<file path="config.mk">
export PLATFORM = sky130hd
export DESIGN_NAME = uart_rx_sampler
export DESIGN_NICKNAME = d
export VERILOG_FILES = /design/src/rtl/uart_pkg.sv /design/src/rtl/rx_sync_edge.sv /design/src/rtl/uart_rx_sampler.sv
export SDC_FILE = /design/constraint.sdc
export NUM_CORES = 1
export LEC_CHECK = 0
export CORE_UTILIZATION = 51
export DETAILED_ROUTE_END_ITERATION = 10
export PLACE_DENSITY = 0.77
export SYNTH_ARGS = -nofsm -noshare
export SYNTH_HDL_FRONTEND = slang
export SYNTH_SLANG_ARGS = --single-unit
</file>
<file path="constraint.sdc">
create_clock -name CLOCK_50 -period 1.4 [get_ports CLOCK_50]
set_input_delay 0.21 -clock CLOCK_50 [delete_from_list [all_inputs] [get_ports CLOCK_50]]
set_output_delay 0.21 -clock CLOCK_50 [all_outputs]
set_load 0.05 [all_outputs]
</file>
<file path="src/rtl/uart_pkg.sv">
// uart_pkg: shared receive-path state encoding, frame constants and
// helpers for bit-timing derivation and majority voting.
package uart_pkg;

   typedef enum logic [2:0] {
      IDLE  = 3'd0,
      START = 3'd1,
      DATA  = 3'd2,
      STOP  = 3'd3,
      DONE  = 3'd4
   } state_t;

   localparam int DATA_BITS  = 8;
   localparam int FRAME_BITS = 10;

   function automatic int clks_per_bit(input int clk_hz, input int baud);
      return clk_hz / baud;
   endfunction

   function automatic int mid_of(input int cpb);
      return cpb / 2;
   endfunction

   function automatic logic maj3(input logic a,
                                 input logic b,
                                 input logic c);
      return (a & b) | (a & c) | (b & c);
   endfunction

endpackage

</file>
<file path="src/rtl/rx_sync_edge.sv">
// rx_sync_edge: two-flop synchroniser plus edge-history flop for the RX line.
// Ports: CLOCK_50, reset in; rx_in async in; line_sync, fall_pulse out.
module rx_sync_edge (
   input  logic CLOCK_50,
   input  logic reset,
   input  logic rx_in,
   output logic line_sync,
   output logic fall_pulse
);

   logic r_s1;
   logic r_s2;
   logic r_prev;

   // History resets to 0 so a line held low out of reset is not a start.
   always_ff @(posedge CLOCK_50) begin
      if (reset) begin
         r_s1   <= 1'b0;
         r_s2   <= 1'b0;
         r_prev <= 1'b0;
      end else begin
         r_s1   <= rx_in;
         r_s2   <= r_s1;
         r_prev <= r_s2;
      end
   end

   assign line_sync  = r_s2;
   assign fall_pulse = r_prev & ~r_s2;

endmodule

</file>
<file path="src/rtl/uart_rx_sampler.sv">
// uart_rx_sampler: start-bit qualify, mid-bit 3-sample majority vote, one
// shift pulse per frame bit, then frame_valid / frame_err pulse.
// Ports: CLOCK_50, reset, rx_in in; shift_en, bit_out, frame_valid,
// frame_err, busy out.
module uart_rx_sampler
   import uart_pkg::*;
#(
   parameter int CLK_HZ = 50000000,
   parameter int BAUD   = 115200
) (
   input  logic CLOCK_50,
   input  logic reset,
   input  logic rx_in,
   output logic shift_en,
   output logic bit_out,
   output logic frame_valid,
   output logic frame_err,
   output logic busy
);

   localparam int CPB = clks_per_bit(CLK_HZ, BAUD);
   localparam int MID = mid_of(CPB);
   localparam int CW  = $clog2(CPB);

   logic          w_line;
   logic          w_fall;
   logic          w_active;
   logic          w_samp_pt;
   logic          w_decide;
   logic          w_vote;

   state_t        r_state;
   logic [CW-1:0] r_cnt;
   logic [2:0]    r_bitcnt;
   logic [1:0]    r_samp;
   logic          r_vote;
   logic          r_shift_en;
   logic          r_bit_out;
   logic          r_frame_valid;
   logic          r_frame_err;

   rx_sync_edge u_sync (
      .CLOCK_50   (CLOCK_50),
      .reset      (reset),
      .rx_in      (rx_in),
      .line_sync  (w_line),
      .fall_pulse (w_fall)
   );

   assign w_active  = (r_state == START) ||
                      (r_state == DATA)  ||
                      (r_state == STOP);
   assign w_samp_pt = (r_cnt == CW'(MID + 1));
   assign w_decide  = (r_cnt == CW'(MID + 2));
   // Third sample is taken live so the pulse lands on count MID+2.
   assign w_vote    = maj3(r_samp[0], r_samp[1], w_line);

   always_ff @(posedge CLOCK_50) begin
      if (reset) begin
         r_state       <= IDLE;
         r_cnt         <= '0;
         r_bitcnt      <= '0;
         r_samp        <= '0;
         r_vote        <= 1'b0;
         r_shift_en    <= 1'b0;
         r_bit_out     <= 1'b0;
         r_frame_valid <= 1'b0;
         r_frame_err   <= 1'b0;
      end else begin
         r_shift_en    <= 1'b0;
         r_bit_out     <= 1'b0;
         r_frame_valid <= 1'b0;
         r_frame_err   <= 1'b0;

         if (w_active) begin
            r_cnt <= (r_cnt == CW'(CPB - 1)) ? '0 : r_cnt + CW'(1);
            if (r_cnt == CW'(MID - 1))
               r_samp[0] <= w_line;
            if (r_cnt == CW'(MID))
               r_samp[1] <= w_line;
            if (w_samp_pt) begin
               r_vote <= w_vote;
               // A high vote in START is a false start: no shift.
               if ((r_state != START) || !w_vote) begin
                  r_shift_en <= 1'b1;
                  r_bit_out  <= w_vote;
               end
            end
         end

         case (r_state)
            IDLE: begin
               if (w_fall) begin
                  r_cnt   <= '0;
                  r_state <= START;
               end
            end
            START: begin
               if (w_decide) begin
                  if (r_vote) begin
                     r_state <= IDLE;
                  end else begin
                     r_bitcnt <= '0;
                     r_state  <= DATA;
                  end
               end
            end
            DATA: begin
               if (w_decide) begin
                  r_bitcnt <= r_bitcnt + 3'd1;
                  if (r_bitcnt == 3'(DATA_BITS - 1))
                     r_state <= STOP;
               end
            end
            STOP: begin
               if (w_decide)
                  r_state <= DONE;
            end
            DONE: begin
               // Frame flag lands in the first IDLE cycle.
               r_frame_valid <= r_vote;
               r_frame_err   <= ~r_vote;
               r_state       <= IDLE;
            end
            default: r_state <= IDLE;
         endcase
      end
   end

   assign shift_en    = r_shift_en;
   assign bit_out     = r_bit_out;
   assign frame_valid = r_frame_valid;
   assign frame_err   = r_frame_err;
   assign busy        = (r_state != IDLE);

endmodule

</file>
==> results.json, run 1 <==
{
  "status": "finished with violations",
  "violations": "setup timing",
  "dr.pass1.iters": 4,
  "cp_max_fo": 4,
  "slew_viol_final": 0,
  "cts_tree": "done",
  "synth_cell_types": 45,
  "cts-htree-levels": 1,
  "port_buffers": 7,
  "tightest_slew_ns": 0.331,
  "clk_latency_ns": 0.31,
  "path_clk_slew_ns": 0.14,
  "fmax_mhz": 651,
  "relSlewSlack_pct": 77.9,
  "coreArea_mm2": 0.00225,
  "place_congestion": 0.819,
  "synth_ff_type": "dfxtp_1",
  "start_kind": "register",
  "grt_first_pass_wirelength_um": 4700,
  "hold_viol": 0,
  "ys_warn_count": 0,
  "ys_top_cells_by_area": "dfxtp_1, ha_1, buf_6",
  "powerDensity_mw_per_mm2": 669,
  "peakVddDrop_v": 0.000575,
  "ios": 8,
  "min_from": "rx_in",
  "drc": 0,
  "worst_slack_ns": -0.137,
  "critPathKind": "register to output pin",
  "antenna_found_initial": 0,
  "cp.arrival_ns": 1.33,
  "clock_path_buffers": 2,
  "drive_above_1_share_pct": 45.2,
  "cts_sinks": 25,
  "final_nets": 167,
  "ys_async_sr_fraction_pct": 0,
  "dieHeight_um": 51.5,
  "leakagePower_uw": 0.000702,
  "fin_cells": 185,
  "post-place-cells": 175,
  "antenna_left": 0,
  "postCtsHoldBufs": 0,
  "die_area_mm2": 0.00266,
  "vias": 1023,
  "wl_per_cell_um": 15.5,
  "rows": 17,
  "crit_path_end_kind": "output pin",
  "reg2reg_setup_slack_ns": -0.05,
  "hpwl_um": 2070,
  "grt_usage_pct": 24.1,
  "setup_viol": 7,
  "synth_top_area_share_pct": 40.0,
  "wl_um": 2880,
  "clockRootBuffer": "clkbuf_4",
  "yosysSeqAreaShare_pct": 40.0,
  "vias_per_cell": 5.53,
  "netlist_instances": 123,
  "grt_max_degree": 14,
  "cts_made_buffers": 3,
  "fill_cells": 166,
  "hold_path_end": "u_sync.r_s1",
  "ys_ff_latch": 25,
  "worst_r2r_endpoint": "r_bitcnt[0]",
  "syn_area_per_cell_um2": 10.2,
  "whs_path_depth": 2,
  "start_util_pct": 55.5,
  "period_needed_ns": 1.54,
  "rr_worst_depth": 6,
  "area_growth_pct": 36.1,
  "crit_required_ns": 1.19,
  "fin_skew_ns": 0.0141,
  "die_w_um": 51.5,
  "worstReg2RegStart": "r_state[2]",
  "hold_ws_ns": 0.460,
  "netlist_area_mm2": 0.00125,
  "syn_nets": 132,
  "grt_overflow_total": 0,
  "drv_cap": 0,
  "hold_path_class": "primary input to register",
  "antenna_cells": 0,
  "grt_pass1_vias": 1058,
  "synth_edf_count": 0,
  "fin_crit_sh_pct": 110,
  "rsz0062_at_grt": "true",
  "synth_top_area_cell": "dfxtp_1",
  "place_ws_ns": -0.119,
  "drt_iter0_markers": 25
}
## critical path: stages, from the launching register on
cell     delay (ns)
dfxtp_2        0.35
buf_6          0.12
or3_4          0.39
buf_8          0.16
## cell usage after synthesis (3+ instances only)
cell       n
dfxtp_1   25
nor2_1     9
a21oi_1    7
nand2_1    7
ha_1       6
buf_6      5
xor2_1     5
nand2b_1   4
nor2b_1    4
nand4_1    3
nor3b_1    3
or3_1      3
## what timing repair did
action,in CTS,in global routing
gates resized for setup,19,12
pin swaps,5,3
setup buffers,5,1
endpoints found under the setup margin,18,19
## cells in the final DEF (no fill, tap or decap), drive strengths merged, types with 3 or more instances in the layout
master	count
nor3b	3
ha	6
nand2b	4
nand4	5
xor2	5
dfxtp	25
a21oi	7
clkbuf	4
nor2b	4
or3	3
buf	35
nand2	7
and3	3
o21ai	3
nor2	9
## routing by layer
| metal | routed length [um] | global-route usage [%] |
|---|---|---|
| met5 | 0 | 0 |
| met4 | 42 | 9.46 |
| met3 | 76 | 3.51 |
| met2 | 1550 | 46.5 |
| met1 | 1210 | 25.8 |
## per-stage QoR
step / setup TNS, ns / total power [uW] / utilization [%] / cell area (um^2)
after CTS: -0.301 / 1140 / 73.3 / 1650
final: -0.311 / 1140 / 75.5 / 1700
after global placement: -0.412 / 817 / 67.0 / 1510
after floorplan: 0 / 790 / - / 1260
after detailed placement: -1.32 / 821 / 67.0 / 1510
after global routing: -0.799 / 1170 / 75.5 / 1700
## sequential cells by signal (all words and copies together), names as in the netlist, 2 cells and up
name	count
r_state	3
r_cnt	9
r_samp	2
r_bitcnt	3
## area by class of cell
type	count	area, um^2	area share [%]
sequential	25	512	30.1
timing repair buffer	37	364	21.4
inverter	2	7.51	0.441
tap	28	35.0	2.06
clock buffer	4	26.3	1.54
multi-input combinational	89	758	44.5
## report_power, final
part	internal [uW]	total, uW	leakage (uW)	switching [uW]
logic	51.6	102	0.000481	50.0
clock network	111	316	0.0000150	205
registers	716	721	0.000206	4.34
total	879	1140	0.000702	260
## cells by family (layout without fill, tap and decap cells)
group / Yosys count / after routing / share of synthesized area, %
AND/OR/NAND/NOR: 51 / 51 / 27.7
adder cells (fa/ha/maj): 7 / 7 / 6.80
buffers and inverters: 9 / 43 / 6.30
flip-flops: 25 / 25 / 40.0
XOR/XNOR: 6 / 6 / 4.20
multiplexers: 2 / 2 / 1.70
AO/OA/AOI/OAI: 23 / 23 / 13.3
## worst max path at each step
stage          cells past startpoint          to        from  slack [ns]
3_5_place_dp                       5    r_cnt[2]    r_cnt[2]       -0.12
6_report                           3        busy  r_state[2]       -0.14
2_1_floorplan                      4  r_state[0]    r_cnt[2]       0.005
3_3_place_gp                       4   r_samp[1]  r_state[1]       -0.05
4_1_cts                            3        busy  r_state[2]       -0.14
5_1_grt                            3        busy  r_state[0]       -0.16
(Power assumes the default switching activity.)
==> run 2: changes to the inputs <==
CAP_MARGIN = 15   (was default)
GPL_TIMING_DRIVEN = 1   (was default)
==> results of run 2 <==
The final DEF is identical to that of run 1; final timing and power are the same.
==> run 3: changes to the inputs <==
CAP_MARGIN = default   (was 15)
RECOVER_POWER = 50   (was default)
==> run 3 against run 2 <==
Effect of this change: the flow still finishes with violations (setup timing); wire length rose by 0.87%; largest cell class unchanged; clock skew fell by 0.0062 ns; cell count did not move; maximum frequency rose by 0.23%; global-route usage did not move; clock-buffer cell count did not move; hold slack got worse by 0.0053 ns; power barely moved; cell area fell by 1.5%.
==> results.json, run 3 (synthesis results as in run 1) <==
{
  "rows": 17,
  "dieHeight_um": 51.5,
  "cp_max_fo": 4,
  "status": "finished with violations",
  "vias_per_cell": 5.59,
  "largest_registers": "r_cnt (9), r_bitcnt (3), r_state (3)",
  "clock_path_buffers": 2,
  "path_clk_slew_ns": 0.14,
  "crit_path_end_kind": "output pin",
  "finalCoreUtilization_pct": 74.4,
  "cts_made_buffers": 3,
  "hpwl_um": 2070,
  "period_needed_ns": 1.53,
  "hold_viol": 0,
  "hold_path_class": "primary input to register",
  "clk_latency_ns": 0.31,
  "largest_register_ffs": 9,
  "dr.pass1.iters": 4,
  "wl_um": 2900,
  "hold_ws_ns": 0.455,
  "cts_sinks": 25,
  "grt_max_degree": 14,
  "cts_tree": "done",
  "switching_share_pct": 23.0,
  "slew_viol_final": 0,
  "p_seq_share_pct": 63.3,
  "coreArea_mm2": 0.00225,
  "leakagePower_uw": 0.000709,
  "drive_above_1_share_pct": 43.9,
  "die_w_um": 51.5,
  "fmax_mhz": 652,
  "final_nets": 167,
  "place_congestion": 0.819,
  "area_growth_pct": 34.0,
  "crit_required_ns": 1.19,
  "vias": 1035,
  "antenna_cells": 0,
  "reg2reg_setup_slack_ns": -0.05,
  "drt_iter0_markers": 30,
  "p_int_uw": 877,
  "start_util_pct": 55.5,
  "fin_skew_ns": 0.00787,
  "violations": "setup timing",
  "ios": 8,
  "port_buffers": 7,
  "wl_per_cell_um": 15.7,
  "cts-htree-levels": 1,
  "mostFrequentLayoutCells": "buf_4, dfxtp_1, nor2_1",
  "fin_crit_sh_pct": 110,
  "combinationalPowerShare_pct": 8.8,
  "critPathKind": "register to output pin",
  "cp.arrival_ns": 1.32,
  "rsz0062_at_grt": "true",
  "tightest_slew_ns": 0.504,
  "powerDensity_mw_per_mm2": 679,
  "grt_pass1_vias": 1058,
  "postCtsHoldBufs": 0,
  "relSlewSlack_pct": 66.4,
  "setup_viol": 7,
  "grt_overflow_total": 0,
  "largest_register": "r_cnt",
  "p_sw_uw": 262,
  "antenna_found_initial": 0,
  "clkPwrFrac_pct": 28.0,
  "drv_cap": 0,
  "peakVddDrop_v": 0.000597,
  "grt_first_pass_wirelength_um": 4700,
  "clockRootBuffer": "clkbuf_4",
  "antenna_left": 0,
  "grt_usage_pct": 24.1,
  "start_kind": "register",
  "final_common_cell": "buf_4",
  "drc": 0,
  "worst_slack_ns": -0.133,
  "die_area_mm2": 0.00266
}
[run 3: final timing paths]
check              start               end  cells past startpoint
min                rx_in       u_sync.r_s1                      2
min reg2reg  u_sync.r_s1  u_sync.line_sync                      1
max           r_state[2]              busy                      3
max reg2reg   r_state[2]       r_bitcnt[0]                      6
[run 3: metal layers]
layer	wire, um	vias to the layer above	GRT usage (%)	part of all wire (%)
li1	-	504	-	-
met1	1210	511	25.8	42
met2	1570	14	46.5	54
met3	73	6	3.51	2.5
met4	42	0	9.46	1.4
met5	0	-	0	0
[run 3: power groups by stage]
| stage | registers [uW] | clock network (uW) | logic [uW] |
|---|---|---|---|
| after CTS | 720 | 322 | 94.7 |
| after global routing | 722 | 344 | 107 |
| after detailed placement | 738 | 0 | 83.3 |
| after global placement | 738 | 0 | 78.9 |
| final | 721 | 319 | 99.7 |
| after floorplan | 737 | 0 | 53.2 |
[run 3: worst max-delay path: stages, from the launching register on]
cell,delay [ns]
dfxtp_2,0.35
buf_6,0.12
or3_4,0.39
buf_8,0.16
[run 3: area by class of cell]
type / instances / area, um^2
timing repair buffer: 37 / 338
inverter: 2 / 7.51
tap: 28 / 35.0
clock buffer: 4 / 26.3
fill: 170 / 578
sequential: 25 / 512
multi-input combinational: 89 / 758
[run 3: per-stage QoR]
stage	setup TNS, ns	power [uW]	setup slack [ns]	cell area [um^2]	instances
6_report	-0.278	1140	-0.133	1680	185
3_5_place_dp	-1.32	821	-0.119	1510	175
2_1_floorplan	0	790	0.00549	1260	123
4_1_cts	-0.301	1140	-0.139	1650	184
3_3_place_gp	-0.412	817	-0.0457	1510	175
5_1_grt	-0.805	1170	-0.165	1680	185
[run 3: timing repair]
item / in CTS / in global routing
setup buffers: 5 / 1
pin swaps: 5 / 3
resized for setup: 19 / 12
endpoints found under the setup margin: 18 / 19
